## src/rtl/mem_port_arbiter.sv

```systemverilog
// mem_port_arbiter: shares one SRAM-like memory master port between the
// instruction-fetch port and the data-access port. One transaction is in
// flight at a time; the winner's request is registered, driven onto the
// shared port, and its read data returned with a one-cycle data_ok pulse.
//
// Handshake: a requester's *_req is offered each cycle; the request is taken
// in the cycle where the matching *_addr_ok is high (only ever in IDLE, never
// both ports at once). On the shared side, m_req holds with stable fields
// until the slave answers m_addr_ok; m_data_ok then marks m_rdata valid,
// possibly in the same cycle as m_addr_ok.
module mem_port_arbiter #(
    parameter bit FAIR = 1'b0
) (
    input  logic        clk,
    input  logic        reset,
    input  logic        inst_req,
    input  logic [31:0] inst_addr,
    output logic        inst_addr_ok,
    output logic        inst_data_ok,
    output logic [31:0] inst_rdata,
    input  logic        data_req,
    input  logic        data_wr,
    input  logic [1:0]  data_size,
    input  logic [3:0]  data_wstrb,
    input  logic [31:0] data_addr,
    input  logic [31:0] data_wdata,
    output logic        data_addr_ok,
    output logic        data_data_ok,
    output logic [31:0] data_rdata,
    output logic        m_req,
    output logic        m_wr,
    output logic [1:0]  m_size,
    output logic [3:0]  m_wstrb,
    output logic [31:0] m_addr,
    output logic [31:0] m_wdata,
    input  logic        m_addr_ok,
    input  logic        m_data_ok,
    input  logic [31:0] m_rdata
);

    typedef enum logic [1:0] {
        S_IDLE = 2'd0,
        S_ADDR = 2'd1,
        S_DATA = 2'd2,
        S_RESP = 2'd3
    } state_t;

    state_t      state;
    state_t      state_next;

    logic        grant;
    logic        pick_data;
    logic        capture;
    logic        grant_is_data;
    logic        last_data;
    logic        r_wr;
    logic [1:0]  r_size;
    logic [3:0]  r_wstrb;
    logic [31:0] r_addr;
    logic [31:0] r_wdata;
    logic [31:0] r_rdata;

    // Arbitration: decide which port wins if a grant happens this cycle.
    always_comb begin
        pick_data = data_req;
        if (FAIR) begin
            // With both requesting, the port that did not win last time goes.
            pick_data = data_req && (!inst_req || !last_data);
        end
        grant = (state == S_IDLE) && (inst_req || data_req) && !reset;
    end

    // State register.
    always_ff @(posedge clk) begin
        if (reset) begin
            state <= S_IDLE;
        end else begin
            state <= state_next;
        end
    end

    // Next-state logic and FSM-driven outputs.
    always_comb begin
        state_next   = state;
        m_req        = 1'b0;
        inst_data_ok = 1'b0;
        data_data_ok = 1'b0;
        capture      = 1'b0;
        case (state)
            S_IDLE: begin
                if (grant) begin
                    state_next = S_ADDR;
                end
            end
            S_ADDR: begin
                m_req = 1'b1;
                if (m_addr_ok) begin
                    if (m_data_ok) begin
                        capture    = 1'b1;
                        state_next = S_RESP;
                    end else begin
                        state_next = S_DATA;
                    end
                end
            end
            S_DATA: begin
                if (m_data_ok) begin
                    capture    = 1'b1;
                    state_next = S_RESP;
                end
            end
            S_RESP: begin
                inst_data_ok = !grant_is_data;
                data_data_ok = grant_is_data;
                state_next   = S_IDLE;
            end
            default: state_next = S_IDLE;
        endcase
    end

    // Request fields, grant history and read-data capture.
    always_ff @(posedge clk) begin
        if (reset) begin
            grant_is_data <= 1'b0;
            last_data     <= 1'b0;
            r_wr          <= 1'b0;
            r_size        <= 2'd0;
            r_wstrb       <= 4'd0;
            r_addr        <= 32'd0;
            r_wdata       <= 32'd0;
            r_rdata       <= 32'd0;
        end else begin
            if (grant) begin
                grant_is_data <= pick_data;
                last_data     <= pick_data;
                if (pick_data) begin
                    r_wr    <= data_wr;
                    r_size  <= data_size;
                    r_wstrb <= data_wstrb;
                    r_addr  <= data_addr;
                    r_wdata <= data_wdata;
                end else begin
                    // Fetches are always word reads.
                    r_wr    <= 1'b0;
                    r_size  <= 2'd2;
                    r_wstrb <= 4'd0;
                    r_addr  <= inst_addr;
                    r_wdata <= 32'd0;
                end
            end
            if (capture) begin
                r_rdata <= m_rdata;
            end
        end
    end

    assign inst_addr_ok = grant && !pick_data;
    assign data_addr_ok = grant && pick_data;
    assign inst_rdata   = r_rdata;
    assign data_rdata   = r_rdata;
    assign m_wr         = r_wr;
    assign m_size       = r_size;
    assign m_wstrb      = r_wstrb;
    assign m_addr       = r_addr;
    assign m_wdata      = r_wdata;

endmodule

```

## config.mk

```make
export PLATFORM = sky130hd
export DESIGN_NAME = mem_port_arbiter
export DESIGN_NICKNAME = d
export VERILOG_FILES = /design/src/rtl/mem_port_arbiter.sv
export SDC_FILE = /design/constraint.sdc
export NUM_CORES = 1
export LEC_CHECK = 0
export CAP_MARGIN = 25
export CORE_AREA = 3 3 110 112
export CTS_CLUSTER_DIAMETER = 80
export DETAILED_ROUTE_END_ITERATION = 10
export DIE_AREA = 0 0 113 115
export PLACE_DENSITY = 0.94
export SYNTH_ARGS = -nofsm -noshare
export SYNTH_HDL_FRONTEND = slang
export SYNTH_SLANG_ARGS = --single-unit
```

## constraint.sdc

```tcl
create_clock -name clk -period 4.3 [get_ports clk]
set_input_delay 1.075 -clock clk [delete_from_list [all_inputs] [get_ports clk]]
set_output_delay 1.075 -clock clk [all_outputs]
set_load 0.05 [all_outputs]
```

==> results of run 1 <==
==> synth_stat cells (all sizes together) <==
cell | count | area (um2)
a21o | 1 | 7.51
a21oi | 34 | 170
a22o | 3 | 26.3
a22oi | 71 | 533
a31o | 1 | 8.76
and2 | 3 | 18.8
and3 | 1 | 6.26
buf | 53 | 378
clkbuf | 24 | 90.1
dfxtp | 106 | 2120
ha | 5 | 62.6
inv | 6 | 22.5
nand2 | 124 | 465
nand3 | 2 | 10.0
nor2 | 71 | 267
nor2b | 3 | 26.3
o21a | 1 | 7.51
o21ai | 32 | 164
o22ai | 1 | 6.26
o311a | 1 | 10.0
or3b | 1 | 8.76
==> metrics by stage <==
step / total power, mW / cell area [um2] / hold slack (ns)
after floorplan: 2.48 / 4410 / 0.475
after global placement: 3.03 / 7010 / 0.454
after detailed placement: 3.07 / 7030 / 0.466
after CTS: 3.85 / 7310 / 0.475
after global routing: 4.01 / 7330 / 0.493
final: 3.82 / 7330 / 0.470
==> power by group <==
group	leakage [nW]	internal, mW	switching (mW)
clock	0.135	0.401	0.370
combinational	1.74	0.646	1.16
sequential	0.865	1.14	0.0950
total	2.74	2.19	1.63
==> final timing paths <==
kind,from,end,slack [ns]
max reg2reg,state[0],m_wdata[31],1.95
min reg2reg,data_rdata[15],data_rdata[15],0.47
max,inst_req,inst_addr_ok,0.95
min,data_rdata[15],data_rdata[15],0.47
==> cell type report <==
cell class,count,area share [%]
tap,143,2.44
multi-input combinational,355,24.6
clock inverter,6,0.683
clock buffer,10,3.13
sequential,106,29.0
inverter,6,0.307
timing repair buffer,291,39.8
==> worst register-to-register path, cell delays in order (launching register included) <==
cell and delay, ns:
dfxtp_1 0.34, inv_1 0.15, ha_1 0.18, buf_4 0.34, nor2b_4 0.27, and2_1 0.27
buf_4 0.44, a22oi_1 0.18, nor2_1 0.13
==> routing by layer <==
| layer | wire, um | vias to the layer above |
|---|---|---|
| li1 | - | 2242 |
| met1 | 5230 | 2114 |
| met2 | 7340 | 209 |
| met3 | 1230 | 18 |
| met4 | 250 | 0 |
| met5 | 0 | - |
==> registers in the layout (all words and copies together) (netlist names) <==
signal         flops
m_size             2
m_wdata           32
grant_is_data      1
m_wstrb            4
state              2
m_addr            32
data_rdata        32
m_wr               1
==> cells by family (layout without fill, tap and decap cells) <==
| group | count (synthesis) | in the layout | share of synthesized area [%] |
|---|---|---|---|
| AO/OA/AOI/OAI | 145 | 145 | 21.2 |
| buffers and inverters | 83 | 313 | 11.1 |
| flip-flops | 106 | 106 | 48.1 |
| AND/OR/NAND/NOR | 205 | 205 | 18.2 |
| adder cells (fa/ha/maj) | 5 | 5 | 1.42 |
==> impl_metrics.toml, run 1 <==
[status]
status = "finished, final reports clean"

[timing]
layout_min_cycle_time_ns = 3.35
rsz0062_at_grt = "false"
worstMarginPinSlew_ns = 0.567
worst_slack_ns = 0.950
fin_crit_sh_pct = 77.9
timing.setup.tns_ns = 0
maxSlewViolCount = 0
skew_ns = 0.0114
timing.fmax_ghz = 0.299
hold_viol = 0
finalSetupViolCount = 0
max_slew_margin_pct = 62.2

[cts]
cts_buffers = 9
postCtsResizedCells = 0
cts_tree = "done"
clk_pin_slew_ns = 0.06
clkSinkCount = 106
cts_max_path_buffers = 2
clkLatencyLatePin_ns = 0.33
cts.htree.levels = 3
cts_setup_buffers = 0
cts_hold_buf = 0
clockRootBuffer = "clkbuf_16"

[final_layout]
layoutNonFillerInstCount = 917
layout-drive-gt1-share_pct = 4.26
final_nets = 915
final_util_pct = 64.7
seq_area_um2 = 2120
layout_common_cells = "276 x clkdlybuf4s50_1, 124 x nand2_1, 106 x dfxtp_1"
final_common_cell = "clkdlybuf4s50_1"
antennaDiodeCount = 0
syn_to_final_growth_pct = 66.1
nFillCells = 927
multi_input_area_um2 = 1810

[setup_path]
cp_slowest_cell = "clkdlybuf4s50_1"
cp_top_family = "buffers and inverters"
path_cells = "clkdlybuf4s50_1 -> nor2b_1 -> and2_1 -> buf_12"
crit_fanout = 4
worstSetupPathType = "in -> out"
end_kind = "output pin"
crit_required_ns = 3.22
cp.depth = 4
cp.buffers_inverters = 2
crit_arrival_ns = 2.27
slowest_delay_ns = 0.47
ff2ff_path_depth = 8
cp-start-kind = "primary input"

[yosys]
yosys_register_bits = 106
ys_seq_area_share_pct = 48.1
syn_nets = 690
syn_area_um2 = 4410
synthCells = 544
ys_warn_count = 0
synth_cell_types = 25
avgSynthCellArea_um2 = 8.11

[placement]
dp_slack_ns = 0.970
dp_cells = 900
gp_congestion = 0.800
port_buffers = 280
dp_hpwl_mm = 10.6

[grt]
antenna_found_initial = 0
grt_use_met2_pct = 38.0
grt.busiest_layer = "met2"
grt_max_degree = 106
grt_use_met1_pct = 22.7
grt_use_total_pct = 20.5
overflow = 0
grt_pass1_vias = 4303
grt_pass1_wl_mm = 21.7
grt_use_met3_pct = 5.84

[drt]
drt_wl_total_mm = 14.0
drt_iter0_markers = 378
via_count = 4583
via_per_inst = 5.00
drc_errors = 0
wire_per_inst_um = 15.3
ant_nets = 0
dr.pass1.iters = 6

[power]
power.density_nw_per_um2 = 521
ir_worst_vdd_mv = 0.253
p_leak_nw = 2.74

[floorplan]
rows = 39
core_area_um2 = 11300
die_y_um = 115
die_x_um = 113
pin_count = 281
die_area_um2 = 13000
initial_utilization_pct = 39.0

[worst_hold_path]
min_path_cells = 2
hp-class = "reg -> reg"

[job]
drv_cap = 0
Power figures use the tool's default switching activity.
==> inputs of run 2 (changes only) <==
Settings changed: CORE_AREA 3 3 110 112 to 3 3 114 116, DIE_AREA 0 0 113 115 to 0 0 117 119, PLACE_DENSITY 0.94 to 0.89.
Clock period 4.3 ns to 3.48 ns, I/O delays scaled along.
==> run 2 against run 1 <==
  * Wire length is 1.3% lower
  * Hold slack worse by 0.0036 ns
  * Cell count rose by 0.44%
  * Sequential power up 23%
  * Worst setup slack lost 0.37 ns
  * Register-to-register slack got worse by 0.43 ns
  * Power rose by 26%
  * Clock skew down 0.0023 ns
  * Die area grew 7.1%
  * Clock power is 36% higher
  * Non-clock buffer count stayed put
==> impl_metrics.toml, run 2 (same netlist as run 1, synthesis figures left out) <==
[status]
status = "finished, final reports clean"

[drt]
drt_iter0_markers = 318
wl_met3_mm = 1.33
wl_met1_mm = 5.09
via_count = 4511
wl_met2_mm = 7.09
wire_per_inst_um = 15.1
drc_errors = 0
maxUsedRoutingLayer = "met4"
dr.pass1.iters = 6
drt_wl_total_mm = 13.9
via_per_inst = 4.90
ant_nets = 0

[cts]
cts_hold_buf = 0
clockRootBuffer = "clkbuf_16"
postCtsResizedCells = 0
cts_max_path_buffers = 2
clkSinkCount = 106
cts_tree = "done"
cts.htree.levels = 3
clkLatencyLatePin_ns = 0.34
cts_buffers = 9
clk_pin_slew_ns = 0.07
cts_setup_buffers = 0

[setup_path]
cp_top_family = "buffers and inverters"
crit_fanout = 4
path_cells = "clkdlybuf4s50_1 -> nor2b_1 -> and2_1 -> buf_12"
cp_slowest_cell = "clkdlybuf4s50_1"
cp-start-kind = "primary input"
cp-startpoint = "inst_req"
worstSetupPathType = "in -> out"
end_kind = "output pin"
crit_arrival_ns = 2.03
cp.buffers_inverters = 2
r2r_slack_ns = 1.52
slowest_delay_ns = 0.48
timing.rr.start = "state[0]"
crit_required_ns = 2.61

[grt]
antenna_found_initial = 0
grt_pass1_wl_mm = 21.3
grt_use_total_pct = 19.1
overflow = 0
grt_max_degree = 68
grt_pass1_vias = 4277

[power]
power_frac_clock_pct = 21.9
power.density_nw_per_um2 = 654
p_leak_nw = 2.75
p_seq_share_pct = 31.9
p_int_mw = 2.79
comb_power_share_pct = 46.2
switching_power_mw = 2.01
ir_worst_vdd_mv = 0.305
p_sw_share_pct = 41.8

[floorplan]
die_area_um2 = 13900
core_area_um2 = 12000
die_y_um = 119
initial_utilization_pct = 36.7
die_x_um = 117
pin_count = 281
rows = 40

[worst_hold_path]
hp-class = "reg -> reg"
min_from = "m_size[1]"

[placement]
dp_cells = 905
port_buffers = 280
placedInstanceArea_um2 = 7030
dp_hpwl_mm = 10.4
gp_congestion = 0.804

[final_layout]
layout-drive-gt1-share_pct = 4.39
design_area_um2 = 7340
layout_common_cells = "276 x clkdlybuf4s50_1, 124 x nand2_1, 106 x dfxtp_1"
syn_to_final_growth_pct = 66.5
final_util_pct = 61.1
layoutNonFillerInstCount = 921
final_common_cell = "clkdlybuf4s50_1"
antennaDiodeCount = 0
nFillCells = 1018
final_nets = 915

[timing]
maxSlewViolCount = 0
hold_viol = 0
layout_min_cycle_time_ns = 2.90
worstMarginPinSlew_ns = 0.693
finalSetupViolCount = 0
skew_ns = 0.00910
rsz0062_at_grt = "false"
timing.setup.tns_ns = 0
fin_crit_sh_pct = 83.3
max_slew_margin_pct = 53.8
timing.fmax_ghz = 0.345

[job]
drv_cap = 0
## run 2: cell count changes in the layout (fill, tap and decap cells not counted), sizes merged
cell	previous run	this run
clkinvlp	1	0
clkinv	3	2
inv	8	9
bufinv	0	1
## run 2: power by group through the flow
stage / clock (mW) / sequential (mW) / combinational [mW]
final: 1.05 / 1.53 / 2.22
after global routing: 1.12 / 1.56 / 2.36
after CTS: 1.08 / 1.53 / 2.23
after detailed placement: 0 / 1.56 / 2.22
after global placement: 0 / 1.54 / 2.20
after floorplan: 0 / 2.17 / 0.893
## run 2: cell type report
cell class                      count  area, um2  share of cell area (%)
Tap cell                          147        184                    2.50
Clock inverter                      6       72.6                   0.988
Multi-Input combinational cell    355       1810                    24.6
Timing Repair Buffer              291       2900                    39.5
Clock buffer                       10        239                    3.25
Sequential cell                   106       2120                    28.9
Inverter                            6       22.5                   0.307
## run 2: layer usage
metal  global-route usage (%)  vias to the layer above
met3                     6.30                       25
met5                        0                        -
met1                     20.6                     2040
met4                     7.67                        0
met2                     33.9                      204
li1                         -                     2242
## run 2: worst paths after layout
path,end,cells after the start
max,inst_addr_ok,4
min,m_size[1],2
max reg2reg,m_wdata[5],7
min reg2reg,m_size[1],2
## run 2: through the flow
stage | hold slack, ns | power (mW) | setup WS (ns)
final | 0.467 | 4.80 | 0.580
after global routing | 0.500 | 5.04 | 0.494
after CTS | 0.470 | 4.84 | 0.558
after detailed placement | 0.460 | 3.78 | 0.558
after global placement | 0.449 | 3.75 | 0.579
after floorplan | 0.475 | 3.06 | 0.952
## run 2: tightest hold or removal path, delay by kind of cell, from the launching register on
family | cells | cell delay, ns
AND/OR/NAND/NOR | 1 | 0.05
flip-flops | 1 | 0.31
AO/OA/AOI/OAI | 1 | 0.05
